File: src/rtl/sad2_absdiff_stage.sv
// rtl/sad2_absdiff_stage.sv - SAD stage 2: per-lane |a-b| with block accumulation (option: SAD2_SATURATE_EN)
module sad2_absdiff_stage #(
    parameter int BLOCK_ROWS = 16,
    parameter int ACC_W      = 16
) (
    input  logic        Clk,
    input  logic        Reset,
    input  logic        Stall,
    input  logic        Flush,
    input  logic        InValid,
    input  logic        SADOp,
    input  logic [31:0] WinA,
    input  logic [31:0] WinB,
    input  logic        RegWriteCtrl,
    input  logic [4:0]  RegDstResult,
    input  logic [31:0] PCPlus4,
    output logic        oValid,
    output logic        oSAD,
    output logic [31:0] oA2,
    output logic [31:0] oB2,
    output logic [31:0] oC2,
    output logic [31:0] oD2,
    output logic [7:0]  oRowIdx,
    output logic        oRegWriteCtrl,
    output logic [4:0]  oRegDstResult,
    output logic [31:0] oPCPlus4
);

    // Row index of the final row in a block; row counter is 8 bits since a block holds at most 256 rows.
    localparam logic [7:0] LAST_ROW = 8'(BLOCK_ROWS - 1);

    // Lane order inside a packed word: index 0 = A (top byte) .. index 3 = D (bottom byte).
    logic [7:0]       r_row;
    logic [ACC_W-1:0] r_acc  [4];
    logic [ACC_W-1:0] r_lane [4];
    logic             r_valid;
    logic             r_sad;
    logic [7:0]       r_row_idx;
    logic             r_reg_write;
    logic [4:0]       r_reg_dst;
    logic [31:0]      r_pc_plus4;

    logic [7:0]       w_diff [4];
    logic [ACC_W-1:0] w_base [4];
    logic [ACC_W-1:0] w_next [4];
    logic             w_last_row;

`ifdef SAD2_SATURATE_EN
    localparam int SUM_W = ACC_W + 1;
    logic [SUM_W-1:0] w_sum [4];
`endif

    // Unsigned byte distance: 9-bit subtract, then negate when the borrow bit is set.
    function automatic logic [7:0] abs_diff8(input logic [7:0] a, input logic [7:0] b);
        logic [8:0] d;
        d = {1'b0, a} - {1'b0, b};
        abs_diff8 = d[8] ? 8'(~d + 9'd1) : d[7:0];
    endfunction

    assign w_last_row = (r_row == LAST_ROW);

    // Per-lane difference and next running total; row 0 starts a fresh total from the diff alone.
    always_comb begin
        for (int i = 0; i < 4; i++) begin
            w_diff[i] = abs_diff8(WinA[31-8*i -: 8], WinB[31-8*i -: 8]);
            w_base[i] = (r_row == 8'd0) ? '0 : r_acc[i];
`ifdef SAD2_SATURATE_EN
            w_sum[i]  = {1'b0, w_base[i]} + SUM_W'(w_diff[i]);
            w_next[i] = w_sum[i][ACC_W] ? '1 : w_sum[i][ACC_W-1:0];
`else
            w_next[i] = w_base[i] + ACC_W'(w_diff[i]);
`endif
        end
    end

    // Pipeline register: reset beats flush beats stall beats accept.
    always_ff @(posedge Clk) begin
        if (Reset) begin
            r_row       <= 8'd0;
            r_valid     <= 1'b0;
            r_sad       <= 1'b0;
            r_row_idx   <= 8'd0;
            r_reg_write <= 1'b0;
            r_reg_dst   <= 5'd0;
            r_pc_plus4  <= 32'd0;
            for (int i = 0; i < 4; i++) begin
                r_acc[i]  <= '0;
                r_lane[i] <= '0;
            end
        end else if (Flush) begin
            r_row   <= 8'd0;
            r_valid <= 1'b0;
            r_sad   <= 1'b0;
            for (int i = 0; i < 4; i++) begin
                r_acc[i]  <= '0;
                r_lane[i] <= '0;
            end
        end else if (!Stall) begin
            if (InValid) begin
                r_valid     <= 1'b1;
                r_reg_write <= RegWriteCtrl;
                r_reg_dst   <= RegDstResult;
                r_pc_plus4  <= PCPlus4;
                if (SADOp) begin
                    r_row_idx <= r_row;
                    r_sad     <= w_last_row;
                    r_row     <= w_last_row ? 8'd0 : r_row + 8'd1;
                    for (int i = 0; i < 4; i++) begin
                        r_acc[i]  <= w_next[i];
                        r_lane[i] <= w_next[i];
                    end
                end else begin
                    // Non-SAD instruction: lanes read zero but the block's totals survive.
                    r_sad <= 1'b0;
                    for (int i = 0; i < 4; i++) begin
                        r_lane[i] <= '0;
                    end
                end
            end else begin
                r_valid <= 1'b0;
                r_sad   <= 1'b0;
            end
        end
    end

    assign oValid        = r_valid;
    assign oSAD          = r_sad;
    assign oA2           = 32'(r_lane[0]);
    assign oB2           = 32'(r_lane[1]);
    assign oC2           = 32'(r_lane[2]);
    assign oD2           = 32'(r_lane[3]);
    assign oRowIdx       = r_row_idx;
    assign oRegWriteCtrl = r_reg_write;
    assign oRegDstResult = r_reg_dst;
    assign oPCPlus4      = r_pc_plus4;

endmodule

File: config.mk
export PLATFORM = sky130hd
export DESIGN_NAME = sad2_absdiff_stage
export DESIGN_NICKNAME = d
export VERILOG_FILES = /design/src/rtl/sad2_absdiff_stage.sv
export SDC_FILE = /design/constraint.sdc
export NUM_CORES = 1
export LEC_CHECK = 0
export CORE_MARGIN = 1.5
export CORE_UTILIZATION = 54
export CTS_BUF_LIST = sky130_fd_sc_hd__clkbuf_4 sky130_fd_sc_hd__clkbuf_8
export CTS_CLUSTER_DIAMETER = 200
export DETAILED_ROUTE_END_ITERATION = 8
export GPL_TIMING_DRIVEN = 1
export PLACE_DENSITY = 0.95
export SYNTH_ARGS = -nofsm -noshare
export SYNTH_HDL_FRONTEND = slang
export SYNTH_SLANG_ARGS = --single-unit
export TNS_END_PERCENT = 100
File: constraint.sdc
create_clock -name Clk -period 11.3 [get_ports Clk]
set_clock_uncertainty 0.05 [all_clocks]
set_input_delay 1.695 -clock Clk [delete_from_list [all_inputs] [get_ports Clk]]
set_output_delay 1.695 -clock Clk [all_outputs]
set_load 0.03 [all_outputs]
==> qor.yml, run 1 <==
cts_tree: "yes"
r2r_slack_ps: 7330
cp_data_arrival_time_ps: 6110
cts-root-buf: "clkbuf_8"
dpl.hpwl_um: 18700
synth_edf_count: 64
grt_max_degree: 54
reg2reg_depth: 12
n_fill_cell: 1507
place_inst: 1681
cp_max_fo: 7
synth_area_um2: 10700
timing.hold.ws_ps: 393
first_iter_violations: 455
cts_sinks: 184
crit_top_cell: "a21o_1"
clk_pin_slew_ps: 110
cts_buffers: 17
crit_chain: "clkdlybuf4s50_1 > ha_1 > inv_1 > fa_1 > a211oi_1 > nor2_1 > a211oi_1 > o21bai_1 > a21o_1 > mux2_2 > ha_1 > a21o_1 > a21o_1 > a2111oi_0 > o31ai_1 > nand4_1 > xor2_1 > nor2_1"
status: "finished, final reports clean"
ios: 284
initial_core_util_pct: 55.1
drive_above_1_share_pct: 4.49
critical-path-max-stage-delay_ps: 570
grt_pass1_vias: 8814
dr.pass1.iters: 5
die_w_um: 144
grtUsageTotal_pct: 24.2
finalHoldViolCount: 0
yosys_warnings: 0
cp.required_ps: 11470
gp_congestion: 0.870
nets: 1621
final_cells: 1713
slew_violations: 0
area_delta_synth_final_pct: 24.6
ys_types: 55
slew_headroom_pct: 52.2
critPathBufInv: 2
antenna_found_initial: 0
cts_resized: 0
finalSetupViolCount: 0
timing.fmax_mhz: 168
r2r_end: "r_acc[1][12]"
ys_seq_elements: 184
grt_pass1_wl_um: 40300
synthCells: 1228
powerDensity_nw_per_um2: 119
clkLatencyLatePin_ps: 460
io_buffers: 219
die_height_um: 144
htree_levels: 4
post-route-min-period_ps: 5940
cts_buffer_depth: 2
endpoint: "r_acc[3][15]"
hp-class: "flip-flop to flip-flop"
cap_violations: 0
fp.coreArea_um2: 19500
avgRoutedWirePerCell_um: 14.6
grt_overflow_total: 0
via_per_inst: 5.23
dieArea_um2: 20700
antenna_cells: 0
ys.flop_type: "dfxtp_1"
via_count: 8956
antenna_left: 0
num_rows: 51
r2r-start: "r_row[4]"
async_flop_share_pct: 0
worst_slew_pin_slew_ps: 715
fin_crit_sh_pct: 52.6
final_core_utilization_pct: 68.6
cts_setup_buffers: 0
rsz0062_at_grt: "false"
drc_errors: 0
startpoint: "WinB[0]"
endpoint_kind: "flip-flop"
worst-path-stages: 18
wl_um: 25100
hold_buffers: 0
fin_setup_tns_ps: 0
critPathSlowestCell: "a2111oi_0"
avgSynthCellArea_um2: 8.73
p_leak_uw: 0.00552
crit_family: "compound AO/OA/AOI/OAI gates"
ir_drop_mv: 0.0719
synth_seq_area_share_pct: 40.3
path_class: "primary input to flip-flop"
start_kind: "primary input"
worst min path at each step:
stage / from / end / slack [ps] / cells past startpoint
after detailed placement: r_lane[2][15] / r_lane[2][15] / 380 / 2
after global placement: r_acc[2][5] / r_acc[2][5] / 380 / 1
after global routing: r_lane[2][15] / r_lane[2][15] / 420 / 2
after floorplan: r_acc[2][7] / r_acc[2][7] / 360 / 2
after CTS: r_lane[2][15] / r_lane[2][15] / 400 / 2
final: r_lane[2][15] / r_lane[2][15] / 390 / 2
through the flow:
stage	power (uW)	area [um2]	setup WS, ps
floorplan	1030	11000	5820
global placement	1110	12900	5140
detailed placement	1130	12900	4910
CTS	1590	13400	5430
global route	1670	13400	5090
finish	1580	13400	5360
kinds of logic after synthesis:
group | Yosys count | share of synthesized area [%]
other | 1 | 0.0350
flip-flops | 184 | 40.3
multiplexers | 9 | 0.899
AND/OR/NAND/NOR | 444 | 19.0
buffers and inverters | 173 | 8.30
adder cells (fa/ha/maj) | 78 | 9.66
AO/OA/AOI/OAI | 240 | 13.7
XOR/XNOR | 99 | 8.09
cell usage in the layout, fill, tap and decap left out, types with 9 or more instances in the layout:
cell type and n:
clkdlybuf4s50_1 219, nand2_1 178, nor2_1 122, dfxtp_1 120
a21oi_1 101, ha_1 70, inv_1 68, conb_1 64
edfxtp_1 64, xnor2_1 58, o21ai_0 46, xor2_1 41
and2_1 32, a21o_1 22, nor3_1 18, and3_1 18
clkbuf_8 17, nor2b_1 15, nand2b_1 12, nand3_1 12
o21bai_1 11, buf_4 11, a211oi_1 10, a31oi_1 9
synth_stat cells (4+ instances only):
cell        n  area share, %
xnor2_1    58            4.7
a22o_1      5           0.41
edfxtp_1   64             18
fa_1        8            1.5
a211oi_1   10           0.70
a21o_1     22            1.5
clkbuf_1   39            1.4
dfxtp_1   120             22
nand2_1   178            6.2
o21bai_1   11           0.77
a211o_1     6           0.49
nor2b_1    16           0.93
o21a_1      8           0.56
xor2_1     41            3.3
mux2_2      5           0.53
and2_1     32            1.9
ha_1       70            8.2
nand3_1    12           0.56
a31oi_1     9           0.53
nor3_1     18           0.84
inv_1      68            2.4
nor2_1    123            4.3
or2_2       8           0.47
and3_1     18            1.1
nand2b_1   12           0.70
o21ai_0    46            2.1
a21oi_1   101            4.7
nor3b_1     6           0.42
nand4_1     6           0.35
buf_4      64            4.5
mux2i_1     4           0.37
cell type report:
type	count	area [um2]	share of cell area [%]
clock buffer	17	234	1.75
multi-input combinational	934	5750	43.0
inverter	68	255	1.91
tap	265	332	2.48
timing repair buffer	230	2270	17.0
clock inverter	15	191	1.43
sequential	184	4320	32.4
tightest hold or removal path, cell delays in order (launching register included):
cell and delay [ps]:
dfxtp_1 320, nand2_1 50, nand2_1 40
metal layers:
layer / vias to the layer above / global-route usage [%] / wire [um]
met3: 55 / 4.43 / 1310
met1: 4163 / 29.3 / 10500
met2: 293 / 42.3 / 12600
met5: - / 0 / 0
met4: 0 / 9.99 / 638
li1: 4445 / - / -
state kept, by name, summed over array words and instances (netlist names):
name           cells
oPCPlus4          32
oValid             1
oRowIdx            8
r_row              8
r_lane            64
oRegDstResult      5
oRegWriteCtrl      1
oSAD               1
r_acc             64
where the power goes:
| part | internal (uW) | total, uW | switching (uW) |
|---|---|---|---|
| registers | 703 | 712 | 8.97 |
| logic | 172 | 405 | 233 |
| clock network | 193 | 467 | 274 |
(Power assumes the default switching activity.)
==> run 2: changes to the inputs <==
--- a/config.mk
+++ b/config.mk
@@ -6,12 +6,12 @@
 export NUM_CORES = 1
 export LEC_CHECK = 0
 export CORE_MARGIN = 1.5
-export CORE_UTILIZATION = 54
+export CORE_UTILIZATION = 51
 export CTS_BUF_LIST = sky130_fd_sc_hd__clkbuf_4 sky130_fd_sc_hd__clkbuf_8
 export CTS_CLUSTER_DIAMETER = 200
 export DETAILED_ROUTE_END_ITERATION = 8
 export GPL_TIMING_DRIVEN = 1
-export PLACE_DENSITY = 0.95
+export PLACE_DENSITY = 0.93
 export SYNTH_ARGS = -nofsm -noshare
 export SYNTH_HDL_FRONTEND = slang
 export SYNTH_SLANG_ARGS = --single-unit
==> constraint.sdc (replaced) <==
create_clock -name Clk -period 6.08 [get_ports Clk]
set_clock_uncertainty 0.05 [all_clocks]
set_input_delay 0.912 -clock Clk [delete_from_list [all_inputs] [get_ports Clk]]
set_output_delay 0.912 -clock Clk [all_outputs]
set_load 0.03 [all_outputs]
==> qor.yml, run 2 (same netlist as run 1, synthesis figures left out) <==
finalHoldViolCount: 0  # unchanged
startpoint: "WinB[8]"
die_w_um: 148  # +2.8%
initial_core_util_pct: 52.5  # -2.6 points
slew_headroom_pct: 32.4  # -20 points
drive_above_1_share_pct: 4.49  # unchanged
endpoint: "r_acc[2][15]"
cp_max_fo: 7  # unchanged
cts_buffers: 17  # unchanged
fp.coreArea_um2: 20400  # +5.0%
r2r_slack_ps: 2050  # -5280 ps
setup_slack_ps: 933  # -4420 ps
via_per_inst: 5.25  # +0.40%
nets: 1621  # unchanged
grt_max_degree: 54  # unchanged
first_iter_violations: 385  # -15%
drc_errors: 0  # unchanged
ir_drop_mv: 0.120  # +67%
multi_input_area_um2: 5750  # unchanged
cts_tree: "yes"
layout_commonest_cell: "clkdlybuf4s50_1"
cts-root-buf: "clkbuf_8"
grtUsageTotal_pct: 23.3  # -0.93 points
via_count: 9018  # +0.69%
cap_violations: 0  # unchanged
path_class: "primary input to flip-flop"
layout_common_cells: "219 x clkdlybuf4s50_1, 178 x nand2_1, 122 x nor2_1, 120 x dfxtp_1, 101 x a21oi_1"
grt_overflow_total: 0  # unchanged
dpl.hpwl_um: 19200  # +2.3%
wl_um: 25600  # +2.3%
cts_resized: 0  # unchanged
grt_pass1_vias: 8959  # +1.6%
die_height_um: 148  # +2.8%
cts_setup_buffers: 0  # unchanged
antenna_cells: 0  # unchanged
start_kind: "primary input"
place_ws_ps: 461  # -4450 ps
antenna_found_initial: 0  # unchanged
cts_buffer_depth: 2  # unchanged
grt_pass1_wl_um: 41400  # +2.7%
clk_pin_slew_ps: 90  # -20 ps
antenna_left: 0  # unchanged
area_delta_synth_final_pct: 24.3
dr.pass1.iters: 5  # unchanged
ios: 284  # unchanged
gp_congestion: 0.852  # -2.1%
power_frac_seq_pct: 45.9  # +0.9 points
io_buffers: 219  # unchanged
finalSetupViolCount: 0  # unchanged
r2r_end: "r_acc[1][12]"
rsz0062_at_grt: "false"
p_comb_share_pct: 26.3  # +0.7 points
r2r-start: "r_row[4]"
avgRoutedWirePerCell_um: 14.9  # +2.0%
fin_setup_tns_ps: 0  # unchanged
p_leak_uw: 0.00551  # -0.18%
hp-class: "flip-flop to flip-flop"
num_rows: 52  # +2.0%
clkLatencyLatePin_ps: 460  # about the same
slew_violations: 0  # unchanged
timing.fmax_mhz: 194
powerDensity_nw_per_um2: 216  # +82%
status: "finished, final reports clean"
p_int_uw: 1940  # +81%
regArea_um2: 4320  # unchanged
endpoint_kind: "flip-flop"
switchingPower_uw: 949  # +84%
htree_levels: 4  # unchanged
reg2reg_depth: 12  # unchanged
cp_data_arrival_time_ps: 5440  # -670 ps
cts_sinks: 184  # unchanged
cp.required_ps: 6370  # -5100 ps
fin_crit_sh_pct: 84.7
hold_buffers: 0  # unchanged
p_sw_share_pct: 32.9  # +0.29 points
pwr-share-clk_pct: 27.8  # -1.7 points
worst_slew_pin_slew_ps: 1010  # +297 ps
post-route-min-period_ps: 5150
n_fill_cell: 1656  # +9.9%
dieArea_um2: 21900  # +5.8%
-- run 2: cell types whose count changed in the layout (fill, tap and decap cells not counted), sizes merged --
cell      delta
clkinvlp     -1
clkinv       +4
inv          -2
bufinv       -1
-- run 2: power groups by stage --
stage | clock network (uW) | logic (uW) | registers (uW)
final | 802 | 759 | 1320
after global routing | 867 | 836 | 1330
after CTS | 816 | 757 | 1320
after detailed placement | 0 | 750 | 1350
after global placement | 0 | 725 | 1350
after floorplan | 0 | 532 | 1380
-- run 2: stage by stage --
| step | instance area [um2] | std cells | hold WS, ps | total power, uW | util (%) |
|---|---|---|---|---|---|
| floorplan | 11000 | 1291 | 364 | 1920 | - |
| global placement | 12900 | 1686 | 377 | 2070 | 63.3 |
| detailed placement | 12900 | 1686 | 379 | 2100 | 63.3 |
| CTS | 13300 | 1718 | 392 | 2900 | 65.2 |
| global route | 13300 | 1718 | 425 | 3030 | 65.2 |
| finish | 13300 | 1718 | 389 | 2880 | 65.2 |
-- run 2: cell type report --
cell class	count	share of cell area, %
Clock buffer	17	1.76
Clock inverter	15	1.17
Inverter	68	1.91
Multi-Input combinational cell	934	43.1
Sequential cell	184	32.4
Tap cell	270	2.53
Timing Repair Buffer	230	17.1
-- run 2: routing by layer --
| layer | GRT usage, % | vias up | routed length, um |
|---|---|---|---|
| li1 | - | 4443 | - |
| met1 | 28.2 | 4246 | 10800 |
| met2 | 41.4 | 280 | 12800 |
| met3 | 3.95 | 49 | 1320 |
| met4 | 8.91 | 0 | 730 |
| met5 | 0 | - | 0 |
-- run 2: how the worst min path moves through the flow --
stage	slack [ps]	endpoint	depth (start not counted)	from
5_1_grt	430	r_acc[2][5]	1	r_acc[2][5]
3_5_place_dp	380	r_lane[2][15]	2	r_lane[2][15]
6_report	390	r_lane[2][15]	2	r_lane[2][15]
2_1_floorplan	360	r_acc[2][7]	2	r_acc[2][7]
3_3_place_gp	380	r_acc[2][7]	2	r_acc[2][7]
4_1_cts	390	r_lane[2][15]	2	r_lane[2][15]
-- run 2: critical path, cell delays in order --
cell and delay, ps:
clkdlybuf4s50_1 460, ha_1 160, inv_1 60, fa_1 400, a211oi_1 280, o21bai_1 120, a21o_1 210, a21o_1 180
a21o_1 240, mux2_2 310, ha_1 290, a21o_1 170, a21oi_1 260, nor3_1 110, o41ai_1 720, nand4b_1 220
mux2i_1 240, nand2_1 80
==> run 3: changes to the inputs <==
==> constraint.sdc (replaced) <==
create_clock -name Clk -period 5.04 [get_ports Clk]
set_clock_uncertainty 0.05 [all_clocks]
set_input_delay 0.756 -clock Clk [delete_from_list [all_inputs] [get_ports Clk]]
set_output_delay 0.756 -clock Clk [all_outputs]
set_load 0.03 [all_outputs]
==> qor.yml, run 3 (same netlist as run 1, synthesis figures left out) <==
worst_slew_pin_slew_ps: 823  # -190 ps
layout_commonest_cell: "clkdlybuf4s50_1"
p_leak_uw: 0.00556  # +0.86%
ios: 284  # unchanged
dr.pass1.iters: 6  # +1
final_cells: 1726  # +0.47%
post-route-min-period_ps: 4690
crit_chain: "clkdlybuf4s50_1 > inv_1 > ha_1 > inv_1 > fa_1 > a211oi_1 > o21bai_1 > a21o_1 > a21o_1 > a21o_1 > mux2_2 > ha_1 > a21o_1 > a21oi_1 > nor3_1 > o41ai_1 > buf_4 > nand2b_1 > a211oi_1 > a211o_1"
drc_errors: 0  # unchanged
cts-root-buf: "clkbuf_8"
initial_core_util_pct: 52.5  # unchanged
crit_top_cell: "a21o_1"
timing.fmax_mhz: 213
clkLatencyLatePin_ps: 480  # +20 ps
antenna_cells: 0  # unchanged
cp.required_ps: 5350  # -1020 ps
grt_pass1_wl_um: 41600  # +0.48%
first_iter_violations: 508  # +32%
layout_common_cells: "219 x clkdlybuf4s50_1, 178 x nand2_1, 122 x nor2_1, 120 x dfxtp_1, 101 x a21oi_1"
path_class: "primary input to flip-flop"
fin_crit_sh_pct: 93.1
cts_sinks: 184  # unchanged
die_w_um: 148  # unchanged
antenna_left: 0  # unchanged
grt_overflow_total: 0  # unchanged
gp_congestion: 0.881  # +3.4%
finalSetupViolCount: 0  # unchanged
status: "finished, final reports clean"
powerDensity_nw_per_um2: 264  # +22%
design_area_um2: 13400  # +0.65%
via_per_inst: 5.23  # -0.29%
antenna_found_initial: 0  # unchanged
via_count: 9034  # +0.18%
drive_above_1_share_pct: 5.08  # +0.59 points
avgRoutedWirePerCell_um: 14.9  # about the same
area_delta_synth_final_pct: 25.2
grtUsageTotal_pct: 23.5  # +0.18 points
dieArea_um2: 21900  # unchanged
cap_violations: 0  # unchanged
power_uw: 3540  # +23%
nets: 1629  # +0.49%
cts_setup_buffers: 0  # unchanged
cp_data_arrival_time_ps: 5000  # -440 ps
io_buffers: 219  # unchanged
num_rows: 52  # unchanged
finalHoldViolCount: 0  # unchanged
slew_violations: 0  # unchanged
clk_pin_slew_ps: 100  # about the same
cts_tree: "yes"
ir_drop_mv: 0.173  # +44%
grt_max_degree: 54  # unchanged
critPathSlowestCell: "clkdlybuf4s50_1"
regArea_um2: 4320  # unchanged
grt_pass1_vias: 9014  # +0.61%
cp_max_fo: 5  # -2
n_fill_cell: 1583  # -4.4%
htree_levels: 4  # unchanged
cts_buffers: 17  # unchanged
placed_cell_area_um2: 13000  # +0.46%
start_kind: "primary input"
critical-path-max-stage-delay_ps: 400  # -320 ps
dpl.hpwl_um: 19300  # +0.61%
slew_headroom_pct: 45.0  # +13 points
die_height_um: 148  # unchanged
fp.coreArea_um2: 20400  # unchanged
endpoint_kind: "flip-flop"
rsz0062_at_grt: "false"
place_ws_ps: -298  # -759 ps
multi_input_area_um2: 5750  # +0.11%
place_inst: 1694  # +0.47%
setup_slack_ps: 350  # -583 ps
fin_setup_tns_ps: 0  # unchanged
wl_um: 25800  # +0.47%
hp-class: "flip-flop to flip-flop"
cts_buffer_depth: 2  # unchanged
## run 3: cell count changes in the layout (fill, tap and decap cells not counted), sizes merged
cell | previous run | this run
buf | 11 | 19
clkinv | 7 | 6
bufinv | 0 | 1
## run 3: cell type report
| cell class | count | area share (%) |
|---|---|---|
| multi-input combinational | 934 | 42.9 |
| sequential | 184 | 32.2 |
| timing repair buffer | 238 | 17.4 |
| tap | 270 | 2.52 |
| inverter | 68 | 1.90 |
| clock buffer | 17 | 1.74 |
| clock inverter | 15 | 1.31 |
## run 3: metrics by stage
stage / hold WS [ps] / utilization (%)
2_1_floorplan: 364 / -
4_1_cts: 404 / 65.6
3_3_place_gp: 377 / 63.6
3_5_place_dp: 388 / 63.6
5_1_grt: 419 / 65.7
6_report: 405 / 65.7
## run 3: critical path, delay by kind of cell
| kind | cells | cell delay (ps) |
|---|---|---|
| mux | 1 | 300 |
| compound gates | 10 | 2150 |
| fa+ha+maj | 3 | 850 |
| simple gates | 2 | 240 |
| buf+inv | 4 | 700 |
## run 3: report_power, final
group / leakage [uW] / switching (uW) / internal, uW
sequential: 0.00169 / 21.1 / 1580
combinational: 0.00366 / 530 / 389
clock: 0.000210 / 599 / 421
## run 3: what timing repair did
action,4_1_cts,5_1_grt
hold buffers,0,0
gates resized for setup,0,2
endpoints found under the setup margin,0,8
## run 3: path summary, 6_finish.rpt
check,end,from,slack [ps],cells past startpoint
setup / recovery,r_acc[2][11],WinA[8],350,20
hold / removal,r_acc[2][7],r_acc[2][7],410,2
setup reg to reg,r_acc[3][15],r_row[4],1140,11
hold reg to reg,r_acc[2][7],r_acc[2][7],410,2
## run 3: per-layer routing
metal  vias up  track usage (%)  part of all wire, %
met3        53             3.46                  4.8
met2       270             43.6                   52
met1      4259             27.1                   41
met4         0             8.96                  2.6
met5         -                0                    0
li1       4452                -                    -
